$ cat config.mk
export PLATFORM = sky130hd
export DESIGN_NAME = unidad_mult_div_flat
export DESIGN_NICKNAME = d
export VERILOG_FILES = /design/src/rtl/mult_div_pkg.sv /design/src/rtl/unidad_mult_div_if.sv /design/src/rtl/paso_mult_div.sv /design/src/rtl/unidad_mult_div.sv /design/src/flat_wrapper.sv
export SDC_FILE = /design/constraint.sdc
export NUM_CORES = 1
export LEC_CHECK = 0
export BUFFER_PORTS_ARGS = -buffer_cell sky130_fd_sc_hd__buf_2
export CORE_MARGIN = 4
export CORE_UTILIZATION = 40
export CTS_BUF_LIST = sky130_fd_sc_hd__clkbuf_2
export CTS_CLUSTER_SIZE = 8
export DETAILED_ROUTE_END_ITERATION = 8
export SLEW_MARGIN = 20
export SYNTH_ARGS = -nofsm -noshare
export SYNTH_HDL_FRONTEND = slang
export SYNTH_HIERARCHICAL = 1
export SYNTH_SLANG_ARGS = --single-unit
export TNS_END_PERCENT = 10
$ cat constraint.sdc
create_clock -name clk -period 5.1 [get_ports clk]
set_clock_uncertainty 0.15 [all_clocks]
set_input_delay 0.255 -clock clk [delete_from_list [all_inputs] [get_ports clk]]
set_output_delay 0.255 -clock clk [all_outputs]
set_load 0.02 [all_outputs]
$ cat src/rtl/mult_div_pkg.sv
// Shared definitions for the iterative multiply/divide unit: op codes,
// FSM state encoding and the default operand width.
package mult_div_pkg;

  localparam int unsigned DEF_WIDTH = 32;

  typedef enum logic [1:0] {
    OP_MULTU = 2'b00,
    OP_MULT  = 2'b01,
    OP_DIVU  = 2'b10,
    OP_DIV   = 2'b11
  } opCode_t;

  typedef enum logic [1:0] {
    IDLE   = 2'b00,
    RUN    = 2'b01,
    FINISH = 2'b10
  } state_t;

endpackage

$ cat src/rtl/unidad_mult_div_if.sv
// Pipeline-side bus of the multiply/divide unit.
// master: pipeline (drives start/op/operands/MT*/mf_sel, reads status and HI/LO)
// slave : unidad_mult_div
//   start, op[1:0], ReadData1 (rs), ReadData2 (rt), mthi, mtlo, mf_sel
//   busy, done, hi, lo, mf_data
interface unidad_mult_div_if
  import mult_div_pkg::*;
#(
  parameter int unsigned WIDTH = DEF_WIDTH
);

  logic             start;
  logic [1:0]       op;
  logic [WIDTH-1:0] ReadData1;
  logic [WIDTH-1:0] ReadData2;
  logic             mthi;
  logic             mtlo;
  logic             mf_sel;
  logic             busy;
  logic             done;
  logic [WIDTH-1:0] hi;
  logic [WIDTH-1:0] lo;
  logic [WIDTH-1:0] mf_data;

  modport master (
    output start, op, ReadData1, ReadData2, mthi, mtlo, mf_sel,
    input  busy, done, hi, lo, mf_data
  );

  modport slave (
    input  start, op, ReadData1, ReadData2, mthi, mtlo, mf_sel,
    output busy, done, hi, lo, mf_data
  );

endinterface

$ cat src/rtl/paso_mult_div.sv
// One iteration of the multiply/divide datapath (purely combinational).
//   accIn   : {upper, lower} accumulator
//   operand : multiplicand (multiply) or divisor (divide) magnitude
//   isDiv   : 1 = restoring-divide step, 0 = shift-add multiply step
//   inBit   : multiplier LSB (multiply) or next dividend MSB (divide)
//   accOut  : accumulator after this iteration
module paso_mult_div #(
  parameter int unsigned WIDTH = 32
) (
  input  logic [2*WIDTH-1:0] accIn,
  input  logic [WIDTH-1:0]   operand,
  input  logic               isDiv,
  input  logic               inBit,
  output logic [2*WIDTH-1:0] accOut
);

  logic [WIDTH:0] addSum;
  logic [WIDTH:0] shiftedRem;
  logic [WIDTH:0] trialDiff;

  always_comb begin
    // Multiply: carry out of the upper-half add becomes the new product MSB.
    addSum     = {1'b0, accIn[2*WIDTH-1:WIDTH]} + (inBit ? {1'b0, operand} : '0);
    // Divide: dividend bits are fed in from outside, quotient grows in the lower half.
    shiftedRem = {accIn[2*WIDTH-1:WIDTH], inBit};
    trialDiff  = shiftedRem - {1'b0, operand};
    if (isDiv) begin
      if (!trialDiff[WIDTH]) begin
        accOut = {trialDiff[WIDTH-1:0], accIn[WIDTH-2:0], 1'b1};
      end else begin
        accOut = {shiftedRem[WIDTH-1:0], accIn[WIDTH-2:0], 1'b0};
      end
    end else begin
      accOut = {addSum, accIn[WIDTH-1:1]};
    end
  end

endmodule

$ cat src/rtl/unidad_mult_div.sv
// Iterative MULT/MULTU/DIV/DIVU unit with private HI/LO and MTHI/MTLO/MF* access.
//   clk, rst (synchronous, active high)
//   bus.start/op/ReadData1/ReadData2 : launch an operation (sampled in IDLE only)
//   bus.mthi/mtlo                    : write ReadData1 into HI/LO when idle
//   bus.mf_sel                       : 0 -> LO, 1 -> HI on mf_data (combinational)
//   bus.busy, bus.done, bus.hi, bus.lo, bus.mf_data
module unidad_mult_div
  import mult_div_pkg::*;
#(
  parameter int unsigned WIDTH = DEF_WIDTH
) (
  input  logic              clk,
  input  logic              rst,
  unidad_mult_div_if.slave  bus
);

  localparam int unsigned CNT_W = $clog2(WIDTH) + 1;
  localparam int unsigned ACC_W = 2 * WIDTH;

  state_t           state, stateNext;
  logic [CNT_W-1:0] iterCnt;
  logic [ACC_W-1:0] acc, accNext, prodFinal;
  logic [WIDTH-1:0] fixedOp, shiftOp, hiReg, loReg;
  logic [WIDTH-1:0] absRs, absRt, quot, rem, resHi, resLo;
  logic             divMode, signA, signB, doneReg, inBit, lastIter;
  logic             loadOps, stepEn, finishWr, mtHiWr, mtLoWr;
  logic             reqDiv, reqSigned;
  opCode_t          reqOp;

  assign lastIter = (iterCnt == CNT_W'(WIDTH - 1));

  // State register
  always_ff @(posedge clk) begin
    if (rst) state <= IDLE;
    else     state <= stateNext;
  end

  // Next-state logic
  always_comb begin
    stateNext = state;
    case (state)
      IDLE:    if (bus.start) stateNext = RUN;
      RUN:     if (lastIter)  stateNext = FINISH;
      FINISH:  stateNext = IDLE;
      default: stateNext = IDLE;
    endcase
  end

  // FSM outputs; start has priority over MT writes in IDLE
  always_comb begin
    loadOps  = 1'b0;
    stepEn   = 1'b0;
    finishWr = 1'b0;
    mtHiWr   = 1'b0;
    mtLoWr   = 1'b0;
    bus.busy = (state != IDLE);
    case (state)
      IDLE: begin
        loadOps = bus.start;
        mtHiWr  = bus.mthi & ~bus.start;
        mtLoWr  = bus.mtlo & ~bus.start;
      end
      RUN:     stepEn   = 1'b1;
      FINISH:  finishWr = 1'b1;
      default: ;
    endcase
  end

  // Operand magnitudes; |0x80000000| stays 0x80000000 and is used unsigned
  always_comb begin
    reqOp     = opCode_t'(bus.op);
    reqDiv    = (reqOp == OP_DIVU) || (reqOp == OP_DIV);
    reqSigned = (reqOp == OP_MULT) || (reqOp == OP_DIV);
    absRs     = (reqSigned && bus.ReadData1[WIDTH-1]) ? -bus.ReadData1 : bus.ReadData1;
    absRt     = (reqSigned && bus.ReadData2[WIDTH-1]) ? -bus.ReadData2 : bus.ReadData2;
  end

  assign inBit = divMode ? shiftOp[WIDTH-1] : shiftOp[0];

  paso_mult_div #(.WIDTH(WIDTH)) uPaso (
    .accIn   (acc),
    .operand (fixedOp),
    .isDiv   (divMode),
    .inBit   (inBit),
    .accOut  (accNext)
  );

  // Sign correction; a zero divisor forces an all-ones quotient
  always_comb begin
    quot      = acc[WIDTH-1:0];
    rem       = acc[ACC_W-1:WIDTH];
    prodFinal = (signA ^ signB) ? -acc : acc;
    if (divMode) begin
      resLo = (fixedOp == '0) ? '1 : ((signA ^ signB) ? -quot : quot);
      resHi = signA ? -rem : rem;
    end else begin
      resHi = prodFinal[ACC_W-1:WIDTH];
      resLo = prodFinal[WIDTH-1:0];
    end
  end

  // Datapath, counter and HI/LO registers
  always_ff @(posedge clk) begin
    if (rst) begin
      acc     <= '0;
      iterCnt <= '0;
      fixedOp <= '0;
      shiftOp <= '0;
      divMode <= 1'b0;
      signA   <= 1'b0;
      signB   <= 1'b0;
      hiReg   <= '0;
      loReg   <= '0;
      doneReg <= 1'b0;
    end else begin
      doneReg <= finishWr;
      if (loadOps) begin
        divMode <= reqDiv;
        signA   <= reqSigned & bus.ReadData1[WIDTH-1];
        signB   <= reqSigned & bus.ReadData2[WIDTH-1];
        fixedOp <= reqDiv ? absRt : absRs;
        shiftOp <= reqDiv ? absRs : absRt;
        acc     <= '0;
        iterCnt <= '0;
      end
      if (stepEn) begin
        acc     <= accNext;
        iterCnt <= iterCnt + CNT_W'(1);
        shiftOp <= divMode ? (shiftOp << 1) : (shiftOp >> 1);
      end
      if (finishWr) begin
        hiReg <= resHi;
        loReg <= resLo;
      end
      if (mtHiWr) hiReg <= bus.ReadData1;
      if (mtLoWr) loReg <= bus.ReadData1;
    end
  end

  assign bus.done    = doneReg;
  assign bus.hi      = hiReg;
  assign bus.lo      = loReg;
  assign bus.mf_data = bus.mf_sel ? hiReg : loReg;

endmodule

$ cat src/flat_wrapper.sv
// flat-port wrapper written by rule: the top's interface ports become plain ports
module unidad_mult_div_flat import mult_div_pkg::*;
#(
  parameter int unsigned WIDTH = DEF_WIDTH
)
  (clk, rst, bus_start, bus_op, bus_ReadData1, bus_ReadData2, bus_mthi, bus_mtlo, bus_mf_sel, bus_busy, bus_done, bus_hi, bus_lo, bus_mf_data);
  unidad_mult_div_if #(.WIDTH(WIDTH)) bus_i ();
  input  logic clk;
  input  logic rst;
  input wire logic [$bits(bus_i.start)-1:0] bus_start;
  input wire logic [$bits(bus_i.op)-1:0] bus_op;
  input wire logic [$bits(bus_i.ReadData1)-1:0] bus_ReadData1;
  input wire logic [$bits(bus_i.ReadData2)-1:0] bus_ReadData2;
  input wire logic [$bits(bus_i.mthi)-1:0] bus_mthi;
  input wire logic [$bits(bus_i.mtlo)-1:0] bus_mtlo;
  input wire logic [$bits(bus_i.mf_sel)-1:0] bus_mf_sel;
  output wire logic [$bits(bus_i.busy)-1:0] bus_busy;
  output wire logic [$bits(bus_i.done)-1:0] bus_done;
  output wire logic [$bits(bus_i.hi)-1:0] bus_hi;
  output wire logic [$bits(bus_i.lo)-1:0] bus_lo;
  output wire logic [$bits(bus_i.mf_data)-1:0] bus_mf_data;
  assign bus_i.start = bus_start;
  assign bus_i.op = bus_op;
  assign bus_i.ReadData1 = bus_ReadData1;
  assign bus_i.ReadData2 = bus_ReadData2;
  assign bus_i.mthi = bus_mthi;
  assign bus_i.mtlo = bus_mtlo;
  assign bus_i.mf_sel = bus_mf_sel;
  assign bus_busy = bus_i.busy;
  assign bus_done = bus_i.done;
  assign bus_hi = bus_i.hi;
  assign bus_lo = bus_i.lo;
  assign bus_mf_data = bus_i.mf_data;
  unidad_mult_div #(.WIDTH(WIDTH)) u_core (.clk(clk), .rst(rst), .bus(bus_i));
endmodule
==> flow_summary.yaml, run 1 <==
power_and_ir_drop:
  p_leak_nw: 8.42
  power_density_nw_per_um2: 233
  ir_drop_uv: 131
placement:
  place.detailed.hpwl_mm: 48.9
  gp_congestion: 0.967
  port_buffers: 169
clock_network:
  clockBufferDepth: 3
  cts_setup_buffers: 0
  ctsHoldBuffers: 162
  numCtsBuffers: 58
  tritoncts: "built"
  cts_root_buf: "clkbuf_2"
  cts.clk_slew.worst_paths_ps: 110
  cts_htree_levels: 2
  insertion_delay_ps: 1030
  post_cts_resized: 0
  cts_sinks: 204
grt:
  antenna_found_initial: 3
  track_usage_pct: 29.5
  grt_pass1_vias: 17900
  grt_pass1_wl_mm: 106
  grt_max_degree: 83
  grt_overflow: 0
sta:
  period_minus_slack_ps: 4390
  hold_viol: 0
  fmax_mhz: 228
  post-route-period-util_pct: 86.1
  setup_viol: 0
  slew_violations: 0
  rsz0062_at_grt: "no"
  finalSetupTns_ps: 0
  max_slew_margin_pct: 20.7
  worst_slew_pin_slew_ps: 1170
synthesis:
  synth_cells: 2146
  ys_seq_area_share_pct: 24.2
  avgSynthCellArea_um2: 7.86
  synthAdderAreaFrac_pct: 5.43
  synth_compound_area_share_pct: 27.8
  yosys_warnings: 6
  synth_simple_gate_area_share_pct: 19.5
  synth_top_family_by_area: "compound AO/OA/AOI/OAI gates"
  synth_edf_count: 0
  async_reset_ff_share_pct: 0
  syn-cell-area_um2: 16900
  ys_types: 89
  ys_ff_latch: 204
  syn_nets: 2290
  ys.flop_type: "dfxtp_1"
  muxShareOfSynthArea_pct: 9.18
  synth_xor_area_share_pct: 8.73
critical_path:
  reg2reg_slack_ps: 710
  path_max_fanout: 4
  slowest_stage: "a2111oi_2"
  crit_family: "compound AO/OA/AOI/OAI gates"
  crit_arrival_ps: 5160
  crit_type: "flip-flop to flip-flop"
  cp.required_ps: 5870
  r2r_end: "u_core/acc[51]"
  start_kind: "flip-flop"
  cp_cell_sequence: "mux2_2 > ha_1 > ha_1 > fa_1 > a211oi_1 > o21ai_0 > a2111oi_2 > nor3_1 > a311oi_1 > o21ai_1 > o21ai_0 > xor2_1 > mux2i_1 > a22o_1"
  r2r_cells: 14
  crit_buf_inv: 0
  reg2reg_from: "u_core/divMode"
  max_stage_delay_ps: 520
  endpoint_kind: "flip-flop"
finish:
  area_delta_synth_final_pct: 20.2
  layout.nets: 2564
  final_util_pct: 49.1
  layout-drive-gt1-share_pct: 16.7
  nFillCells: 4084
routing:
  ant_nets: 0
  drtPass1Iterations: 6
  drcViolationCount: 0
  drt-initial-drc-count: 2190
  vias: 18800
  viasPerCell: 6.27
  wl_per_cell_um: 23.3
  wl_mm: 70.0
die:
  ios: 170
  placementRows: 74
  core-area_um2: 41300
  start_util_pct: 40.8
  die_w_um: 213
  die_y_um: 213
  die_area_um2: 45500
worst_hold_path:
  holdPathEnd: "u_core/bus.hi[10]"
  hp-class: "input port to flip-flop"
  min_path_cells: 4
  min_from: "bus_ReadData1[10]"
flow_run:
  drv_cap: 0
outcome:
  status: "finished clean"
==> placed cells by master, fill, tap and decap left out, drive strengths merged, types with 12 or more instances in the layout <==
cell type / Yosys / final
a211oi: 25 / 25
a21o: 31 / 31
a21oi: 157 / 157
a221oi: 49 / 49
a22o: 66 / 66
a31oi: 33 / 33
and2: 14 / 14
and3: 36 / 36
buf: 25 / 200
clkbuf: 124 / 80
clkinv: 1 / 22
dfxtp: 204 / 204
dlygate4sd3: 0 / 163
ha: 70 / 70
inv: 69 / 69
mux2: 71 / 71
mux2i: 74 / 74
nand2: 156 / 156
nand2b: 19 / 19
nand3: 54 / 54
nand4: 27 / 27
nor2: 179 / 179
nor3: 49 / 49
nor4: 38 / 38
o211ai: 21 / 21
o21a: 13 / 13
o21ai: 118 / 118
o22ai: 34 / 34
o31ai: 20 / 20
o41ai: 13 / 13
or3: 24 / 24
or4: 12 / 12
xnor2: 93 / 93
xor2: 73 / 73
==> final cells by class <==
| type | count | area, um^2 | area share, % |
|---|---|---|---|
| flip-flops and latches | 204 | 4090 | 20.2 |
| well taps | 532 | 666 | 3.28 |
| inverters | 70 | 263 | 1.30 |
| clock buffers | 80 | 400 | 1.98 |
| diodes | 5 | 12.5 | 0.0617 |
| multi-input cells | 1723 | 12000 | 59.0 |
| clock inverters | 25 | 161 | 0.796 |
| repair buffers | 363 | 2730 | 13.5 |
==> per-stage QoR <==
step	power (W)	worst slack [ps]	hold WS, ps	cell area [um^2]	std cells
after floorplan	0.00279	617	258	16900	2146
after global placement	0.00323	875	310	18000	2727
after detailed placement	0.00324	818	317	18000	2727
after CTS	0.00471	869	4.80	20200	2994
after global routing	0.00495	478	68.4	20300	2998
final	0.00472	711	83.9	20300	3002
==> power breakdown <==
group / switching [W] / total [W] / internal [W]
clock network: 0.000813 / 0.00135 / 0.000534
logic: 0.000971 / 0.00160 / 0.000629
registers: 0.0000976 / 0.00177 / 0.00168
total: 0.00188 / 0.00472 / 0.00284
==> registers in the layout (all words and copies together) (netlist names) <==
name	flops
u_core/acc	64
u_core/bus.hi	32
u_core/bus.lo	32
u_core/fixedOp	32
u_core/shiftOp	32
u_core/iterCnt	6
u_core/state	2
u_core/bus.done	1
u_core/divMode	1
u_core/signA	1
u_core/signB	1
==> cell families (layout without fill, tap and decap cells) <==
| logic type | after synthesis | in the layout |
|---|---|---|
| AOI/OAI and AO/OA | 681 | 681 |
| xor gates and xnor gates | 166 | 166 |
| adders and majority gates | 72 | 72 |
| buffers and inverters | 219 | 538 |
| DFF | 204 | 204 |
| muxes | 145 | 145 |
| other | 0 | 5 |
| and+or+nand+nor | 659 | 659 |
==> layer usage <==
layer | GRT usage, % | share of wire [%]
met1 | 40.6 | 41
met2 | 46.3 | 45
met3 | 5.03 | 9.5
met4 | 11.7 | 4.0
met5 | 0 | 0
==> synthesized netlist by cell type (8+ instances only) <==
library cell | count | area share (%)
dfxtp_1 | 204 | 24
nor2_1 | 179 | 4.0
nand2_1 | 156 | 3.5
a21oi_1 | 153 | 4.5
clkbuf_1 | 121 | 2.7
o21ai_0 | 115 | 3.4
xnor2_1 | 93 | 4.8
mux2i_1 | 74 | 4.4
xor2_1 | 72 | 3.7
ha_1 | 70 | 5.2
inv_1 | 69 | 1.5
mux2_2 | 68 | 4.5
a22o_1 | 65 | 3.4
nand3_1 | 54 | 1.6
a221oi_1 | 49 | 2.5
nor3_1 | 49 | 1.5
and3_1 | 36 | 1.3
nor4_1 | 35 | 1.3
o22ai_1 | 34 | 1.3
a31oi_1 | 33 | 1.2
a21o_1 | 31 | 1.4
nand4_1 | 27 | 1.0
a211oi_1 | 25 | 1.1
o211ai_1 | 21 | 0.93
or3_1 | 21 | 0.78
o31ai_1 | 20 | 0.89
nand2b_1 | 19 | 0.70
buf_1 | 16 | 0.36
and2_1 | 14 | 0.52
o21a_1 | 12 | 0.53
o41ai_1 | 12 | 0.62
nor2b_1 | 9 | 0.33
o221ai_1 | 9 | 0.47
or4_1 | 9 | 0.40
a22oi_1 | 8 | 0.36
o21bai_1 | 8 | 0.36
or2_2 | 8 | 0.30
==> worst max path at each step <==
stage	start	end	slack, ps	cells after the start
2_1_floorplan	u_core/divMode	u_core/acc[51]	620	16
5_1_grt	u_core/divMode	u_core/acc[51]	480	14
4_1_cts	u_core/divMode	u_core/acc[51]	870	14
3_5_place_dp	u_core/divMode	u_core/acc[51]	820	14
3_3_place_gp	u_core/divMode	u_core/acc[51]	880	14
6_report	u_core/divMode	u_core/acc[51]	710	14
==> worst register-to-register path, delay by kind of cell (launching register included) <==
kind,cells,cell delay [ps]
adder cells (fa/ha/maj),3,860
AO/OA/AOI/OAI,7,2130
flip-flops,1,360
multiplexers,2,450
AND/OR/NAND/NOR,1,200
XOR/XNOR,1,170
Note: power is estimated with default switching activity, not from simulation.
==> run 2, diff against run 1 <==
- clock period: 5.1 -> 4.1 ns (I/O delays scaled with it)
==> run 2 against run 1 <==
Largest power group unchanged. Sequential share of layout area decreased by 0.35 points. Highest routed layer unchanged. Sequential power increased by 24%. Largest cell class unchanged. First-iteration DRC count decreased by 6.6%. Critical path depth increased by 2. Critical path type unchanged.
==> flow_summary.yaml, run 2 (synthesis results as in run 1) <==
die:
  die_y_um: 213
  die_area_um2: 45500
  placementRows: 74
  start_util_pct: 40.8
  ios: 170
  die_w_um: 213
  core-area_um2: 41300
critical_path:
  start_kind: "flip-flop"
  crit_arrival_ps: 4780
  endpoint_kind: "flip-flop"
  crit_family: "compound AO/OA/AOI/OAI gates"
  crit_type: "flip-flop to flip-flop"
  path_max_fanout: 31
  crit_buf_inv: 3
  cp_cell_sequence: "mux2_2 > inv_1 > buf_12 > nor2_1 > ha_1 > a21oi_1 > o21ai_0 > o211ai_1 > a21oi_1 > o41ai_2 > buf_4 > o31a_1 > o21ai_0 > xnor2_1 > mux2i_1 > a22o_1"
  cp.required_ps: 4880
  max_stage_delay_ps: 380
  slowest_stage: "ha_1"
finish:
  layout-drive-gt1-share_pct: 17.6
  top_register: "u_core/acc"
  fin_cells: 3040
  nFillCells: 4038
  multi_input_area_um2: 12000
  area_delta_synth_final_pct: 22.3
  largest_reg_flops: 64
  mostFrequentLayoutCells: "203 x dfxtp_1, 176 x nor2_1, 173 x dlygate4sd3_1"
  regArea_um2: 4090
  layout_commonest_cell: "dfxtp_1"
  layout.nets: 2612
routing:
  viasPerCell: 6.18
  ant_nets: 0
  drtPass1Iterations: 6
  drt-initial-drc-count: 2045
  wl_mm: 69.6
  vias: 18800
  wl_per_cell_um: 22.9
  drcViolationCount: 0
clock_network:
  cts_htree_levels: 2
  cts_sinks: 204
  clockBufferDepth: 3
  numCtsBuffers: 57
  cts_setup_buffers: 0
  tritoncts: "built"
  cts_root_buf: "clkbuf_2"
  insertion_delay_ps: 1060
  cts.clk_slew.worst_paths_ps: 120
power_and_ir_drop:
  p_sw_w: 0.00233
  seq_power_share_pct: 38.4
  power_frac_comb_pct: 35.7
  p_int_w: 0.00337
  power_density_nw_per_um2: 276
  swShare_pct: 40.9
  p_total_w: 0.00570
  ir_drop_uv: 172
  p_leak_nw: 8.62
  p_clk_share_pct: 25.9
sta:
  slew_violations: 0
  whs_ps: 98.7
  hold_viol: 0
  setup_viol: 0
  rsz0062_at_grt: "yes"
  max_slew_margin_pct: 28.3
  post-route-period-util_pct: 97.6
  worst_slew_pin_slew_ps: 1070
  fmax_mhz: 250
  period_minus_slack_ps: 4000
  setup_slack_ps: 98.7
  finalSetupTns_ps: 0
flow_run:
  drv_cap: 0
placement:
  port_buffers: 169
  dp_slack_ps: 128
  place.detailed.hpwl_mm: 49.4
  dp_cells: 2766
  gp_congestion: 0.944
worst_hold_path:
  hp-class: "input port to flip-flop"
outcome:
  status: "finished clean"
grt:
  grt_pass1_wl_mm: 105
  track_usage_pct: 29.4
  grt_max_degree: 82
  grt_overflow: 0
  antenna_found_initial: 3
  grt_pass1_vias: 17700
==> run 2: changes by cell type in the layout (fill, tap and decap cells not counted), moves of 4 or more <==
cell and delta:
clkbuf_2 -12, clkinv_1 +4, buf_4 +35, dlygate4sd3_1 +10
==> run 2: timing repair <==
action	CTS	global route
hold buffers	174	0
resized for setup	0	5
endpoints found under the hold margin	199	0
setup endpoints to repair	0	11
==> run 2: final cells by class <==
class	count	share of cell area, %
multi-input cells	1723	58.1
flip-flops and latches	204	19.8
repair buffers	412	15.3
well taps	532	3.23
clock buffers	68	1.65
inverters	70	1.27
clock inverters	28	0.564
diodes	3	0.0364
==> run 2: worst min-delay path, cell delays in order <==
cell and delay (ps):
dlygate4sd3_1 530, buf_2 160, xor2_1 130, o221ai_1 180
==> run 2: layer usage <==
metal  track usage [%]  up-vias  share of wire (%)
met5                 0        -                  0
met4              12.2        0                4.3
met3              6.17      179                8.9
met2              45.0      930                 44
met1              40.5     8945                 43
li1                  -     8748                  -
==> run 2: per-stage QoR <==
stage          area (um^2)  utilization (%)
2_1_floorplan        16900                -
5_1_grt              20600             49.9
4_1_cts              20600             49.8
6_report             20600             49.9
3_3_place_gp         18400             44.5
3_5_place_dp         18400             44.5
==> run 2: path summary, 6_finish.rpt <==
path	startpoint	to	slack, ps	cells after the start
max reg2reg	u_core/divMode	u_core/acc[60]	100	16
min	bus_ReadData2[22]	u_core/fixedOp[22]	100	4
max	u_core/divMode	u_core/acc[60]	100	16
min reg2reg	u_core/fixedOp[8]	u_core/fixedOp[8]	330	2
==> run 2: power by group through the flow <==
stage | Combinational, W | Clock, W | Sequential [W]
after floorplan | 0.00124 | 0 | 0.00223
after global placement | 0.00183 | 0 | 0.00223
after detailed placement | 0.00183 | 0 | 0.00223
after CTS | 0.00199 | 0.00151 | 0.00219
after global routing | 0.00218 | 0.00162 | 0.00220
final | 0.00204 | 0.00147 | 0.00219
